**src/rtl/store_buffer_pkg.sv**
```systemverilog
// Shared definitions for the store buffer: default depth, word-address width
// and the layout of one pending-store entry.
package store_buffer_pkg;

   localparam int DEFAULT_DEPTH = 4;
   localparam int WADDR_W       = 30;

   typedef struct packed {
      logic               valid;
      logic [WADDR_W-1:0] waddr;
      logic [31:0]        data;
   } sb_entry_t;

endpackage

```
**src/rtl/store_buffer_if.sv**
```systemverilog
// CPU-side request/response and data-memory port of the store buffer.
// slave is the buffer's view, master is the CPU/memory environment's view.
interface store_buffer_if;

   logic [31:0] addr_i;
   logic        MemWrite_i;
   logic        MemRead_i;
   logic [31:0] wdata_i;
   logic [31:0] rdata_o;
   logic        stall_o;
   logic [31:0] mem_addr_o;
   logic        mem_write_o;
   logic        mem_read_o;
   logic [31:0] mem_wdata_o;
   logic [31:0] mem_rdata_i;

   modport slave (
      input  addr_i, MemWrite_i, MemRead_i, wdata_i, mem_rdata_i,
      output rdata_o, stall_o, mem_addr_o, mem_write_o, mem_read_o, mem_wdata_o
   );

   modport master (
      output addr_i, MemWrite_i, MemRead_i, wdata_i, mem_rdata_i,
      input  rdata_o, stall_o, mem_addr_o, mem_write_o, mem_read_o, mem_wdata_o
   );

endinterface

```
**src/rtl/store_buffer_match.sv**
```systemverilog
// Address match for loads: compares the load word address against every
// entry and reports whether any valid entry hits, plus the offset of the
// youngest hit counted backwards from tail (0 = slot just before tail).
module store_buffer_match
   import store_buffer_pkg::*;
#(
   parameter int DEPTH = DEFAULT_DEPTH
) (
   input  sb_entry_t                  entries_i [DEPTH],
   input  logic [$clog2(DEPTH)-1:0]   tail_i,
   input  logic [WADDR_W-1:0]         waddr_i,
   output logic                       hit_o,
   output logic [$clog2(DEPTH)-1:0]   hitOfs_o
);

   localparam int PTR_W = $clog2(DEPTH);

   // Scan oldest-to-youngest so the youngest matching slot is the last one kept.
   always_comb begin
      logic [PTR_W-1:0] idx;
      hit_o    = 1'b0;
      hitOfs_o = '0;
      idx      = '0;
      for (int k = DEPTH - 1; k >= 0; k--) begin
         idx = tail_i - PTR_W'(1) - PTR_W'(k);
         if (entries_i[idx].valid && (entries_i[idx].waddr == waddr_i)) begin
            hit_o    = 1'b1;
            hitOfs_o = PTR_W'(k);
         end
      end
   end

endmodule

```
**src/rtl/store_buffer.sv**
```systemverilog
// Store buffer between the CPU EX/MEM stage and data memory. Stores queue in
// a circular FIFO and drain one per cycle whenever the CPU is not reading.
// Loads own the memory port; a load that hits a pending store is either
// forwarded (STORE_BUF_FWD_EN defined) or stalled until the match drains.
module store_buffer
   import store_buffer_pkg::*;
#(
   parameter int DEPTH = DEFAULT_DEPTH
) (
   input  logic                   clk_i,
   input  logic                   rst_i,
   store_buffer_if.slave          bus,
   output logic [$clog2(DEPTH):0] count_o,
   output logic                   empty_o
);

   localparam int PTR_W = $clog2(DEPTH);

   sb_entry_t        entries_q [DEPTH];
   logic [PTR_W-1:0] head_q, head_d;
   logic [PTR_W-1:0] tail_q, tail_d;
   logic [PTR_W:0]   count_q, count_d;

   logic             storeReq, loadReq, full, empty;
   logic             hit, pop, accept;
   logic [PTR_W-1:0] hitOfs, hitIdx;

   assign storeReq = bus.MemWrite_i;
   assign loadReq  = bus.MemRead_i & ~bus.MemWrite_i;
   assign full     = (count_q == (PTR_W+1)'(DEPTH));
   assign empty    = (count_q == '0);
   assign hitIdx   = tail_q - PTR_W'(1) - hitOfs;

   store_buffer_match #(.DEPTH(DEPTH)) u_match (
      .entries_i (entries_q),
      .tail_i    (tail_q),
      .waddr_i   (bus.addr_i[31:2]),
      .hit_o     (hit),
      .hitOfs_o  (hitOfs)
   );

   // Memory-port arbitration, load response and stall; all quiet while in reset.
   always_comb begin
      bus.stall_o     = 1'b0;
      bus.rdata_o     = '0;
      bus.mem_addr_o  = '0;
      bus.mem_write_o = 1'b0;
      bus.mem_read_o  = 1'b0;
      bus.mem_wdata_o = '0;
      pop             = 1'b0;
      if (rst_i) begin
         if (loadReq && hit) begin
`ifdef STORE_BUF_FWD_EN
            bus.rdata_o = entries_q[hitIdx].data;
            pop         = 1'b1;
`else
            // While stalled the CPU ignores rdata_o; show the youngest match anyway.
            bus.rdata_o = entries_q[hitIdx].data;
            bus.stall_o = 1'b1;
            pop         = 1'b1;
`endif
         end else if (loadReq) begin
            bus.mem_read_o = 1'b1;
            bus.mem_addr_o = bus.addr_i;
            bus.rdata_o    = bus.mem_rdata_i;
         end else begin
            pop = !empty && !bus.MemRead_i;
         end
         if (pop) begin
            bus.mem_write_o = 1'b1;
            bus.mem_addr_o  = {entries_q[head_q].waddr, 2'b00};
            bus.mem_wdata_o = entries_q[head_q].data;
         end
         if (storeReq && full && !pop) begin
            bus.stall_o = 1'b1;
         end
      end
   end

   assign accept = rst_i && storeReq && (!full || pop);

   // Pointer and occupancy next state; a pop and accept together cancel out.
   always_comb begin
      head_d  = head_q + PTR_W'(pop);
      tail_d  = tail_q + PTR_W'(accept);
      count_d = count_q + (PTR_W+1)'(accept) - (PTR_W+1)'(pop);
   end

   // FIFO state; reset drops all pending stores but leaves entry data as is.
   always_ff @(posedge clk_i) begin
      if (!rst_i) begin
         head_q  <= '0;
         tail_q  <= '0;
         count_q <= '0;
         for (int i = 0; i < DEPTH; i++) begin
            entries_q[i].valid <= 1'b0;
         end
      end else begin
         head_q  <= head_d;
         tail_q  <= tail_d;
         count_q <= count_d;
         if (pop) begin
            entries_q[head_q].valid <= 1'b0;
         end
         if (accept) begin
            entries_q[tail_q].valid <= 1'b1;
            entries_q[tail_q].waddr <= bus.addr_i[31:2];
            entries_q[tail_q].data  <= bus.wdata_i;
         end
      end
   end

   assign count_o = count_q;
   assign empty_o = empty | ~rst_i;

endmodule

```
**src/flat_wrapper.sv**
```systemverilog
// flat-port wrapper written by rule: the top's interface ports become plain ports
module store_buffer_flat import store_buffer_pkg::*;
#(
   parameter int DEPTH = DEFAULT_DEPTH
)
  (clk_i, rst_i, count_o, empty_o, bus_addr_i, bus_MemWrite_i, bus_MemRead_i, bus_wdata_i, bus_mem_rdata_i, bus_rdata_o, bus_stall_o, bus_mem_addr_o, bus_mem_write_o, bus_mem_read_o, bus_mem_wdata_o);
  store_buffer_if bus_i ();
  input  logic clk_i;
  input  logic rst_i;
  output logic [$clog2(DEPTH):0] count_o;
  output logic empty_o;
  input wire logic [$bits(bus_i.addr_i)-1:0] bus_addr_i;
  input wire logic [$bits(bus_i.MemWrite_i)-1:0] bus_MemWrite_i;
  input wire logic [$bits(bus_i.MemRead_i)-1:0] bus_MemRead_i;
  input wire logic [$bits(bus_i.wdata_i)-1:0] bus_wdata_i;
  input wire logic [$bits(bus_i.mem_rdata_i)-1:0] bus_mem_rdata_i;
  output wire logic [$bits(bus_i.rdata_o)-1:0] bus_rdata_o;
  output wire logic [$bits(bus_i.stall_o)-1:0] bus_stall_o;
  output wire logic [$bits(bus_i.mem_addr_o)-1:0] bus_mem_addr_o;
  output wire logic [$bits(bus_i.mem_write_o)-1:0] bus_mem_write_o;
  output wire logic [$bits(bus_i.mem_read_o)-1:0] bus_mem_read_o;
  output wire logic [$bits(bus_i.mem_wdata_o)-1:0] bus_mem_wdata_o;
  assign bus_i.addr_i = bus_addr_i;
  assign bus_i.MemWrite_i = bus_MemWrite_i;
  assign bus_i.MemRead_i = bus_MemRead_i;
  assign bus_i.wdata_i = bus_wdata_i;
  assign bus_i.mem_rdata_i = bus_mem_rdata_i;
  assign bus_rdata_o = bus_i.rdata_o;
  assign bus_stall_o = bus_i.stall_o;
  assign bus_mem_addr_o = bus_i.mem_addr_o;
  assign bus_mem_write_o = bus_i.mem_write_o;
  assign bus_mem_read_o = bus_i.mem_read_o;
  assign bus_mem_wdata_o = bus_i.mem_wdata_o;
  store_buffer #(.DEPTH(DEPTH)) u_core (.clk_i(clk_i), .rst_i(rst_i), .bus(bus_i), .count_o(count_o), .empty_o(empty_o));
endmodule
```
**config.mk**
```make
export PLATFORM = sky130hd
export DESIGN_NAME = store_buffer_flat
export DESIGN_NICKNAME = d
export VERILOG_FILES = /design/src/rtl/store_buffer_pkg.sv /design/src/rtl/store_buffer_if.sv /design/src/rtl/store_buffer_match.sv /design/src/rtl/store_buffer.sv /design/src/flat_wrapper.sv
export SDC_FILE = /design/constraint.sdc
export NUM_CORES = 1
export LEC_CHECK = 0
export ABC_CLOCK_PERIOD_IN_PS = 17150
export BUFFER_PORTS_ARGS = -buffer_cell sky130_fd_sc_hd__buf_2
export CAP_MARGIN = 20
export CORE_ASPECT_RATIO = 0.5
export CORE_UTILIZATION = 45
export CTS_BUF_LIST = sky130_fd_sc_hd__clkbuf_16
export DETAILED_ROUTE_END_ITERATION = 10
export PLACE_DENSITY = 0.76
export SLEW_MARGIN = 10
export SYNTH_ARGS = -nofsm -noshare
export SYNTH_HDL_FRONTEND = slang
export SYNTH_SLANG_ARGS = --single-unit
```
**constraint.sdc**
```tcl
create_clock -name clk_i -period 17.15 [get_ports clk_i]
set_input_delay 2.5725 -clock clk_i [delete_from_list [all_inputs] [get_ports clk_i]]
set_output_delay 2.5725 -clock clk_i [all_outputs]
set_load 0.05 [all_outputs]
```
# Word-level counts from Yosys, hierarchy flattened
# Cells that the tools add are included.
[word_totals] wordCells=129 regBits=259
[classes] muxes=62 bitwise=11 add_sub_neg=9 reduce_logical=18 eq_ne=5 magnitude_cmp=9
[ops] op="252-bit bitwise mux" count=4
[ops] op="63-bit binary-select mux with 2-bit select" count=6
[ops] op="252-bit two-way mux" count=3
[ops] op="63-bit two-way mux" count=10
[ops] op="63-bit demux with 2-bit select" count=4
[ops] op="32-bit two-way mux" count=12
[ops] op="62-bit two-way mux" count=3
[ops] op="30-bit == test" count=4
[ops] op="3-bit greater-or-equal comparator (second input constant)" count=7
[ops] op="2-bit NOT with 3-bit output" count=7
[ops] op="1-bit two-way mux" count=16
[ops] op="1-bit logical AND" count=12
[ops] op="2-bit two-way mux" count=4
[ops] op="3-bit by 1-bit < comparator with 1-bit output (second input constant)" count=2
[ops] op="2-bit by 1-bit adder with 2-bit output" count=2
[ops] op="1-bit logical NOT" count=4
[ops] op="2-bit by 1-bit subtractor with 2-bit output (second input constant)" count=2
[ops] op="2-bit subtractor (second input constant)" count=2
[ops] op="3-bit by 1-bit adder with 3-bit output" count=1
[ops] op="3-bit == test (second input constant)" count=1
[ops] op="3-bit logical NOT" count=1
[ops] op="3-bit by 1-bit subtractor with 3-bit output" count=1
[ops] op="1-bit NOT" count=2
[ops] op="2-bit subtractor" count=1
[ops] op="other kinds (3)" count=3

# Logic depth before layout (Yosys ltp)
# Gate-level depths: netlist of run 1.
[logic_depth] depth_word=22 depth_mapped=27

# Hierarchy
# From an unflattened synthesis of run 1, not the netlist that was laid out.
[unflattened] cells_unflattened=1553 area_unflattened_um2=17574.4
[modules_own_cells] mod="store_buffer" area_per_inst_um2=13202.7 seq_area_each_um2=7667.4 instances=1 cells_each=1059
[modules_own_cells] mod="store_buffer_match" area_per_inst_um2=4371.7 seq_area_each_um2=0.0 instances=1 cells_each=494

# Worst setup path after synthesis of run 1
# OpenSTA, ideal clock, no wires.
[synth_timing] kind="input-to-output" start="input port bus_addr_i[4]" end="output port bus_mem_addr_o[2]" cell_stages=13 path_buffers=3 path_slack_ns=8.637 required_time_ns=14.577 t_arrival_ns=5.941 path_cell_list="clkbuf_1 inv_1 nor3_1 or4_1 nor4_1 nand3_1 or4_1 a41oi_2 o21ai_2 or2_1 buf_2 buf_6 a21oi_1"
[synth_between] elab_chain_cells=11 elab_cells_between_ends=18 cone_classes="eq/ne (4); mux (9); reduce/logical (5)"
[synth_lines] element="from (decl)" line_no="flat_wrapper.sv:12" text="input wire logic [$bits(bus_i.addr_i)-1:0] bus_addr_i;"
[synth_lines] element="30-bit == test" line_no="store_buffer_match.sv:26" text="if (entries_i[idx].valid && (entries_i[idx].waddr == waddr_i)) begin"
[synth_lines] element="1-bit logical AND" line_no="store_buffer_match.sv:26"
[synth_lines] element="1-bit two-way mux (3 in a row)" line_no="store_buffer_match.sv:26"
[synth_lines] element="1-bit two-way mux (*)" line_no="store_buffer_match.sv:26"
[synth_lines] element="1-bit logical AND (*)" line_no="store_buffer.sv:52" text="if (loadReq && hit) begin"
[synth_lines] element="1-bit two-way mux" line_no="store_buffer.sv:52"
[synth_lines] element="1-bit two-way mux" line_no="store_buffer.sv:51" text="if (rst_i) begin"
[synth_lines] element="32-bit two-way mux (*)" line_no="store_buffer.sv:69" text="if (pop) begin"
[synth_lines] element="32-bit two-way mux (*)" line_no="store_buffer.sv:51"
[synth_lines] element="to (decl)" line_no="flat_wrapper.sv:19" text="output wire logic [$bits(bus_i.mem_addr_o)-1:0] bus_mem_addr_o;"
# Every way passes the cells marked *; elsewhere a longest branch is shown, timed or not. The select of a mux whose other input is x is not followed.

# Worst setup path in the final report of run 1
[layout_timing] start="register u_core.tail_q[0]" end="output port bus_rdata_o[1]"
[layout_between] elab_chain_cells=19 elab_cells_between_ends=44 cone_classes="add/sub (5); eq/ne (4); mux (25); bitwise (5); reduce/logical (5)"
[layout_lines] element="from (decl)" line_no="store_buffer.sv:21" text="logic [PTR_W-1:0] tail_q, tail_d;"
[layout_lines] element="from (signal assigned)" line_no="store_buffer.sv:100" text="tail_q <= tail_d;"
[layout_lines] element="2-bit by 1-bit subtractor with 2-bit output (*)" line_no="store_buffer_match.sv:25, store_buffer.sv:32"
[layout_lines] element="2-bit subtractor" line_no="store_buffer_match.sv:25" text="idx = tail_i - PTR_W'(1) - PTR_W'(k);"
[layout_lines] element="2-bit NOT with 3-bit output (not written as such)" line_no="store_buffer_match.sv:26"
[layout_lines] element="63-bit binary-select mux with 2-bit select" line_no="store_buffer_match.sv:26"
[layout_lines] element="63-bit two-way mux (not written as such) (2 in a row)" line_no="store_buffer_match.sv:26"
[layout_lines] element="30-bit == test" line_no="store_buffer_match.sv:26"
[layout_lines] element="1-bit logical AND" line_no="store_buffer_match.sv:26"
[layout_lines] element="2-bit two-way mux (4 in a row)" line_no="store_buffer_match.sv:26"
[layout_lines] element="2-bit subtractor" line_no="store_buffer.sv:32" text="assign hitIdx = tail_q - PTR_W'(1) - hitOfs;"
[layout_lines] element="2-bit NOT with 3-bit output (not written as such)" line_no="store_buffer.sv:58" text="bus.rdata_o = entries_q[hitIdx].data;"
[layout_lines] element="63-bit binary-select mux with 2-bit select" line_no="store_buffer.sv:58"
[layout_lines] element="32-bit two-way mux (not written as such) (2 in a row)" line_no="store_buffer.sv:58"
[layout_lines] element="32-bit two-way mux (*)" line_no="store_buffer.sv:52"
[layout_lines] element="32-bit two-way mux (*)" line_no="store_buffer.sv:51"
[layout_lines] element="to (decl)" line_no="flat_wrapper.sv:17" text="output wire logic [$bits(bus_i.rdata_o)-1:0] bus_rdata_o;"
# Marks and branches as above.

==> impl_metrics.json, run 1 <==
{
  "synthesis.instances": 1802,
  "postCtsSetupRepairBufs": 0,
  "relSlewSlack_pct": 22.6,
  "timing.rr.start": "u_core.tail_q[0]",
  "crit_fanout": 67,
  "ys_warn_count": 0,
  "finalSetupViolCount": 0,
  "clkTransAtPathRegs_ns": 0.07,
  "first_iter_violations": 1646,
  "rsz0062_at_grt": "no",
  "cts_inserted_buffers": 27,
  "ys.flop_type": "edfxtp_1",
  "ys_ff_latch": 259,
  "multi_input_area_um2": 10700,
  "period_share_pct": 59.8,
  "ios": 203,
  "clock_latency_ns": 0.59,
  "ff2ff_path_depth": 20,
  "cts_sinks": 259,
  "worstPathRequired_ns": 14.58,
  "reg2reg_to": "u_core.count_o[2]",
  "synthTopCellsByCount": "and3_1, edfxtp_1, nand2_1",
  "grt_pass1_vias": 14800,
  "dr.pass1.iters": 5,
  "avgSynthCellArea_um2": 10.6,
  "synth_top_area_share_pct": 38.8,
  "cp.arrival_ns": 7.69,
  "root_buffer": "clkbuf_16",
  "fin_nets": 1985,
  "vias": 15800,
  "mappedNetlistNets": 1911,
  "seq_area_um2": 7680,
  "worstSetupEndpointType": "output port",
  "report.final.slew_viol_count": 0,
  "antenna_found_initial": 2,
  "status": "complete, no violations",
  "synth_top_area_cell": "edfxtp_1",
  "fin_worst_skew_ns": 0.0249,
  "grt_usage_pct": 27.8,
  "r2r_slack_ns": 9.90,
  "ant_nets": 0,
  "dp.cells": 2422,
  "hold_class": "register to register",
  "gp_congestion": 1.00,
  "start_kind": "register",
  "final_layout_size_suffix_gt1_share_pct": 21.3,
  "finalCriticalPeriod_ns": 10.26,
  "core_area_um2": 42000,
  "endpoint": "bus_rdata_o[1]",
  "dpl.hpwl_mm": 40.4,
  "portBuffers": 202,
  "ys_async_sr_fraction_pct": 0,
  "die_w_um": 294,
  "cts_resized": 0,
  "synthTopCellsByArea": "edfxtp_1, mux4_2, mux2i_1, and3_1, xnor2_1",
  "cts_htree_levels": 1,
  "die_h_um": 148,
  "ys_seq_area_share_pct": 40.0,
  "crit_path_start": "u_core.tail_q[0]",
  "drc_errors": 0,
  "grt_max_degree": 134,
  "syn2layout_area_growth_pct": 10.5,
  "max_freq_mhz": 97.5,
  "hold_violations": 0,
  "overflow": 0,
  "leakagePower_uw": 0.00854,
  "row_count": 53,
  "worstMarginPinSlew_ns": 1.16,
  "ys_types": 65,
  "dieArea_um2": 43500,
  "power_density_nw_per_um2": 91.3,
  "p_total_uw": 1930,
  "wl_per_cell_um": 25.1,
  "viasPerCell": 6.38,
  "peakVddDrop_mv": 0.101,
  "synth_most_common_cell": "and3_1",
  "cap_violations": 0,
  "syn-cell-area_um2": 19200,
  "synth-edff-count": 248,
  "cts_hold_buf": 0,
  "fillCellCount": 3695,
  "cts_buffer_depth": 3,
  "cts_tree": "built",
  "initial_utilization_pct": 45.7,
  "finalWirelength_mm": 62.1,
  "critPathKind": "register to output port",
  "final_cell_count_no_fill": 2472,
  "finalSetupTns_ns": 0,
  "grt_pass1_wl_mm": 92.5
}
==> state kept, by name, summed over array words and instances (netlist names) <==
signal            flops
u_core.head_q         2
u_core.tail_q         2
u_core.count_o        3
u_core.entries_q    252
==> metal layers <==
metal | global-route usage, % | vias up | part of all wire (%)
met5 | 0 | - | 0
met4 | 8.39 | 0 | 2.9
met3 | 4.16 | 114 | 8.0
met2 | 46.6 | 793 | 48
met1 | 37.5 | 7921 | 41
li1 | - | 6948 | -
==> where the power goes <==
part / switching (uW) / internal (uW)
clock network: 259 / 315
logic: 403 / 216
registers: 27.3 / 714
total: 689 / 1250
==> worst min path at each step <==
stage                                from                     to  slack, ns  depth (start not counted)
floorplan           u_core.entries_q[251]  u_core.entries_q[251]       0.49                          2
global placement    u_core.entries_q[125]  u_core.entries_q[125]       0.54                          2
detailed placement  u_core.entries_q[125]  u_core.entries_q[125]       0.58                          2
CTS                 u_core.entries_q[125]  u_core.entries_q[125]       0.59                          2
global route        u_core.entries_q[125]  u_core.entries_q[125]       0.61                          2
finish              u_core.entries_q[251]  u_core.entries_q[251]       0.59                          2
==> worst max-delay path, cell delays in order, from the launching register on <==
cell and delay (ns):
dfxtp_4 0.63, clkinv_1 0.23, ha_4 0.52, buf_4 0.82, mux2i_1 0.72, mux2i_1 0.28
xnor2_1 0.36, nand4_1 0.17, nor2_1 0.16, nand4_1 0.19, nand2b_1 0.21, a21oi_1 0.22
ha_1 0.34, xor2_4 0.15, buf_4 0.60, xnor2_4 0.24, buf_4 0.49, mux2i_1 0.16
o211ai_1 0.19, buf_2 0.31
==> cell type report <==
cell class | instances | share of cell area, %
Antenna cell | 2 | 0.0236
Clock buffer | 27 | 3.19
Clock inverter | 19 | 0.714
Inverter | 16 | 0.283
Multi-Input combinational cell | 1347 | 50.4
Sequential cell | 259 | 36.2
Tap cell | 577 | 3.41
Timing Repair Buffer | 225 | 5.74
==> cell families after synthesis <==
family	synth area share, %
AND/OR/NAND/NOR	20.2
multiplexers	22.2
flip-flops	40.0
buffers and inverters	4.80
AO/OA/AOI/OAI	6.98
XOR/XNOR	5.20
adder cells (fa/ha/maj)	0.626
==> through the flow <==
| step | setup WS [ns] | util [%] | hold slack, ns | instance area, um2 |
|---|---|---|---|---|
| 2_1_floorplan | 8.64 | - | 0.495 | 19200 |
| 3_3_place_gp | 7.57 | 48.4 | 0.541 | 20300 |
| 3_5_place_dp | 7.50 | 48.4 | 0.581 | 20300 |
| 4_1_cts | 6.97 | 50.4 | 0.592 | 21100 |
| 5_1_grt | 6.42 | 50.5 | 0.612 | 21200 |
| 6_report | 6.89 | 50.5 | 0.593 | 21200 |
==> cells in the final DEF, fill, tap and decap left out, types with 8 or more instances in the layout <==
cell / n
nor3_1: 17
xnor2_1: 95
buf_4: 21
buf_2: 202
dfxtp_1: 8
o22ai_1: 10
xor2_1: 15
o211ai_1: 38
mux2i_1: 182
o31ai_1: 34
and3_1: 282
clkbuf_16: 27
nand4_1: 26
nor4_1: 19
nor2b_1: 38
o21ai_0: 19
nand2_1: 201
nand3_1: 13
mux4_2: 101
nor2_1: 94
inv_1: 20
mux2_2: 12
a21oi_1: 47
edfxtp_1: 248
(Power assumes the default switching activity.)
==> run 2, diff against run 1 <==
- ABC_AREA: default -> 1
- ABC_CLOCK_PERIOD_IN_PS: 17150 -> 8250
- PLACE_DENSITY: 0.76 -> 0.78
- clock period: 17.15 -> 8.25 ns (I/O delays scaled with it)
==> run 2 against run 1 <==
Sequential power rose by 110%. Design area fell by 5.2%. Critical path depth fell by 1. Critical endpoint is now bus_mem_wdata_o[1]. Largest power group is now combinational logic.
==> impl_metrics.json, run 2 <==
{
  "critPathKind": "register to output port",
  "grt_pass1_vias": 16800,
  "pre_cts_ws_ns": 1.23,
  "cp.arrival_ns": 6.60,
  "finalSetupViolCount": 0,
  "path_cells": "inv_1, ha_2, inv_2, buf_4, o21ai_0, nand2_1, nor2_1, nand2_1, nor2_1, nand2_1, nor2_1, nor2_2, nand2_4, nand2_4, nand2_4, nand2_4, nor3_1, buf_2",
  "status": "complete, no violations",
  "synthTopCellsByArea": "edfxtp_1, nand2_1, nor2_1, nand3_1, o22ai_1",
  "synth_simple_gate_area_share_pct": 36.7,
  "synth_top_area_share_pct": 40.8,
  "timing.final.ws_setup_ns": 0.412,
  "most-common-layout-cells": "nand2_1, nor2_1, nand3_1",
  "clkTransAtPathRegs_ns": 0.07,
  "crit_fanout": 66,
  "clock_latency_ns": 0.58,
  "avgSynthCellArea_um2": 7.27,
  "largest_reg_flops": 252,
  "final_common_cell": "nand2_1",
  "die_h_um": 144,
  "synthesis.instances": 2512,
  "ys_seq_area_share_pct": 42.0,
  "synth_xor_area_share_pct": 0.288,
  "max_freq_mhz": 128,
  "antenna_found_initial": 1,
  "portBuffers": 202,
  "synth-edff-count": 248,
  "die_w_um": 287,
  "root_buffer": "clkbuf_16",
  "report.final.slew_viol_count": 0,
  "row_count": 51,
  "ios": 203,
  "fin_nets": 2732,
  "timing.hold.ws_ns": 0.476,
  "vias": 18700,
  "drc_errors": 0,
  "critPathMaxStageDelay_ns": 0.75,
  "ant_nets": 0,
  "ys_types": 35,
  "mappedNetlistNets": 2621,
  "synth_most_common_cell": "nand2_1",
  "dieArea_um2": 41400,
  "wl_per_cell_um": 19.9,
  "grt_max_degree": 109,
  "regMostFlops": "u_core.entries_q",
  "first_iter_violations": 2792,
  "core_area_um2": 39400,
  "cap_violations": 0,
  "cts_inserted_buffers": 26,
  "dpl.hpwl_mm": 39.9,
  "overflow": 0,
  "finalWirelength_mm": 63.1,
  "grt_usage_pct": 29.7,
  "cts_hold_buf": 0,
  "crit_family": "simple AND/OR/NAND/NOR gates",
  "rsz0062_at_grt": "no",
  "cts_htree_levels": 1,
  "worstPathRequired_ns": 7.01,
  "synthTopCellsByCount": "nand2_1, nor2_1, nand3_1",
  "peakVddDrop_mv": 0.195,
  "postCtsSetupRepairBufs": 0,
  "relSlewSlack_pct": 21.2,
  "finalSetupTns_ns": 0,
  "power_density_nw_per_um2": 227,
  "synth.area.mux_share_pct": 3.64,
  "crit_top_cell": "nand2_4",
  "dr.pass1.iters": 8,
  "critPathSlowestCell": "ha_2",
  "hold_class": "register to register",
  "worstMarginPinSlew_ns": 1.18,
  "ys_ff_latch": 259,
  "synth_adder_area_share_pct": 0.658,
  "initial_utilization_pct": 46.3,
  "period_share_pct": 95.0,
  "final_layout_size_suffix_gt1_share_pct": 13.2,
  "cts_resized": 0,
  "ys_async_sr_fraction_pct": 0,
  "fin_worst_skew_ns": 0.0235,
  "cts_sinks": 259,
  "start_kind": "register",
  "synth_top_area_cell": "edfxtp_1",
  "cts_tree": "built",
  "gp_congestion": 1.04,
  "synth_top_family_by_area": "simple AND/OR/NAND/NOR gates",
  "worstSetupEndpointType": "output port",
  "grt_pass1_wl_mm": 95.1,
  "leakagePower_uw": 0.00940,
  "cts_buffer_depth": 3,
  "hold_violations": 0,
  "syn-cell-area_um2": 18300,
  "ys.flop_type": "edfxtp_1",
  "syn2layout_area_growth_pct": 10.1,
  "viasPerCell": 5.89,
  "ys_warn_count": 0,
  "finalCriticalPeriod_ns": 7.84,
  "synth_compound_area_share_pct": 8.80,
  "critPathBufInv": 4
}
run 2: power breakdown:
group / total (uW) / internal (uW) / switching (uW) / leakage [uW]
combinational: 1830 / 476 / 1350 / 0.00635
sequential: 1550 / 1500 / 40.8 / 0.00263
clock: 1180 / 640 / 545 / 0.000417
run 2: final timing paths:
check                        startpoint                    end  slack (ns)  depth (start not counted)
hold / removal    u_core.entries_q[125]  u_core.entries_q[125]        0.48                          2
hold reg to reg   u_core.entries_q[125]  u_core.entries_q[125]        0.48                          2
setup / recovery       u_core.tail_q[1]     bus_mem_wdata_o[1]        0.41                         18
setup reg to reg       u_core.tail_q[1]      u_core.count_o[2]        1.73                         22
run 2: logic make-up after synthesis:
family          count (synthesis)
xor+xnor                        6
compound gates                268
buf+inv                       282
fa+ha+maj                       9
simple gates                 1624
mux                            64
flops                         259
run 2: layout make-up:
| class | count | area, um2 |
|---|---|---|
| antenna | 1 | 2.50 |
| clock buffer | 26 | 651 |
| clock inverter | 21 | 176 |
| fill | 3851 | 19300 |
| inverter | 135 | 512 |
| multi-input combinational | 1971 | 9180 |
| sequential | 259 | 7670 |
| tap | 530 | 663 |
| timing repair buffer | 230 | 1250 |
run 2: per-stage QoR:
step,instance area [um2],std cells,total power [uW],util (%)
finish,20100,3173,4560,51.0
global route,20100,3173,4740,51.0
CTS,20100,3172,4510,51.0
detailed placement,19300,3125,3350,48.9
global placement,19200,3123,3320,48.8
floorplan,18300,2512,2910,-
run 2: tightest hold or removal path: cells and delay by family (launching register included):
family             cells  cell delay, ns
AOI/OAI and AO/OA      1            0.05
DFF                    1            0.31
and+or+nand+nor        1            0.06
run 2: layer usage:
metal	global-route usage (%)	routed length [um]
met1	40.2	24900
met2	47.5	28100
met3	4.50	7390
met4	13.0	2660
met5	0	0
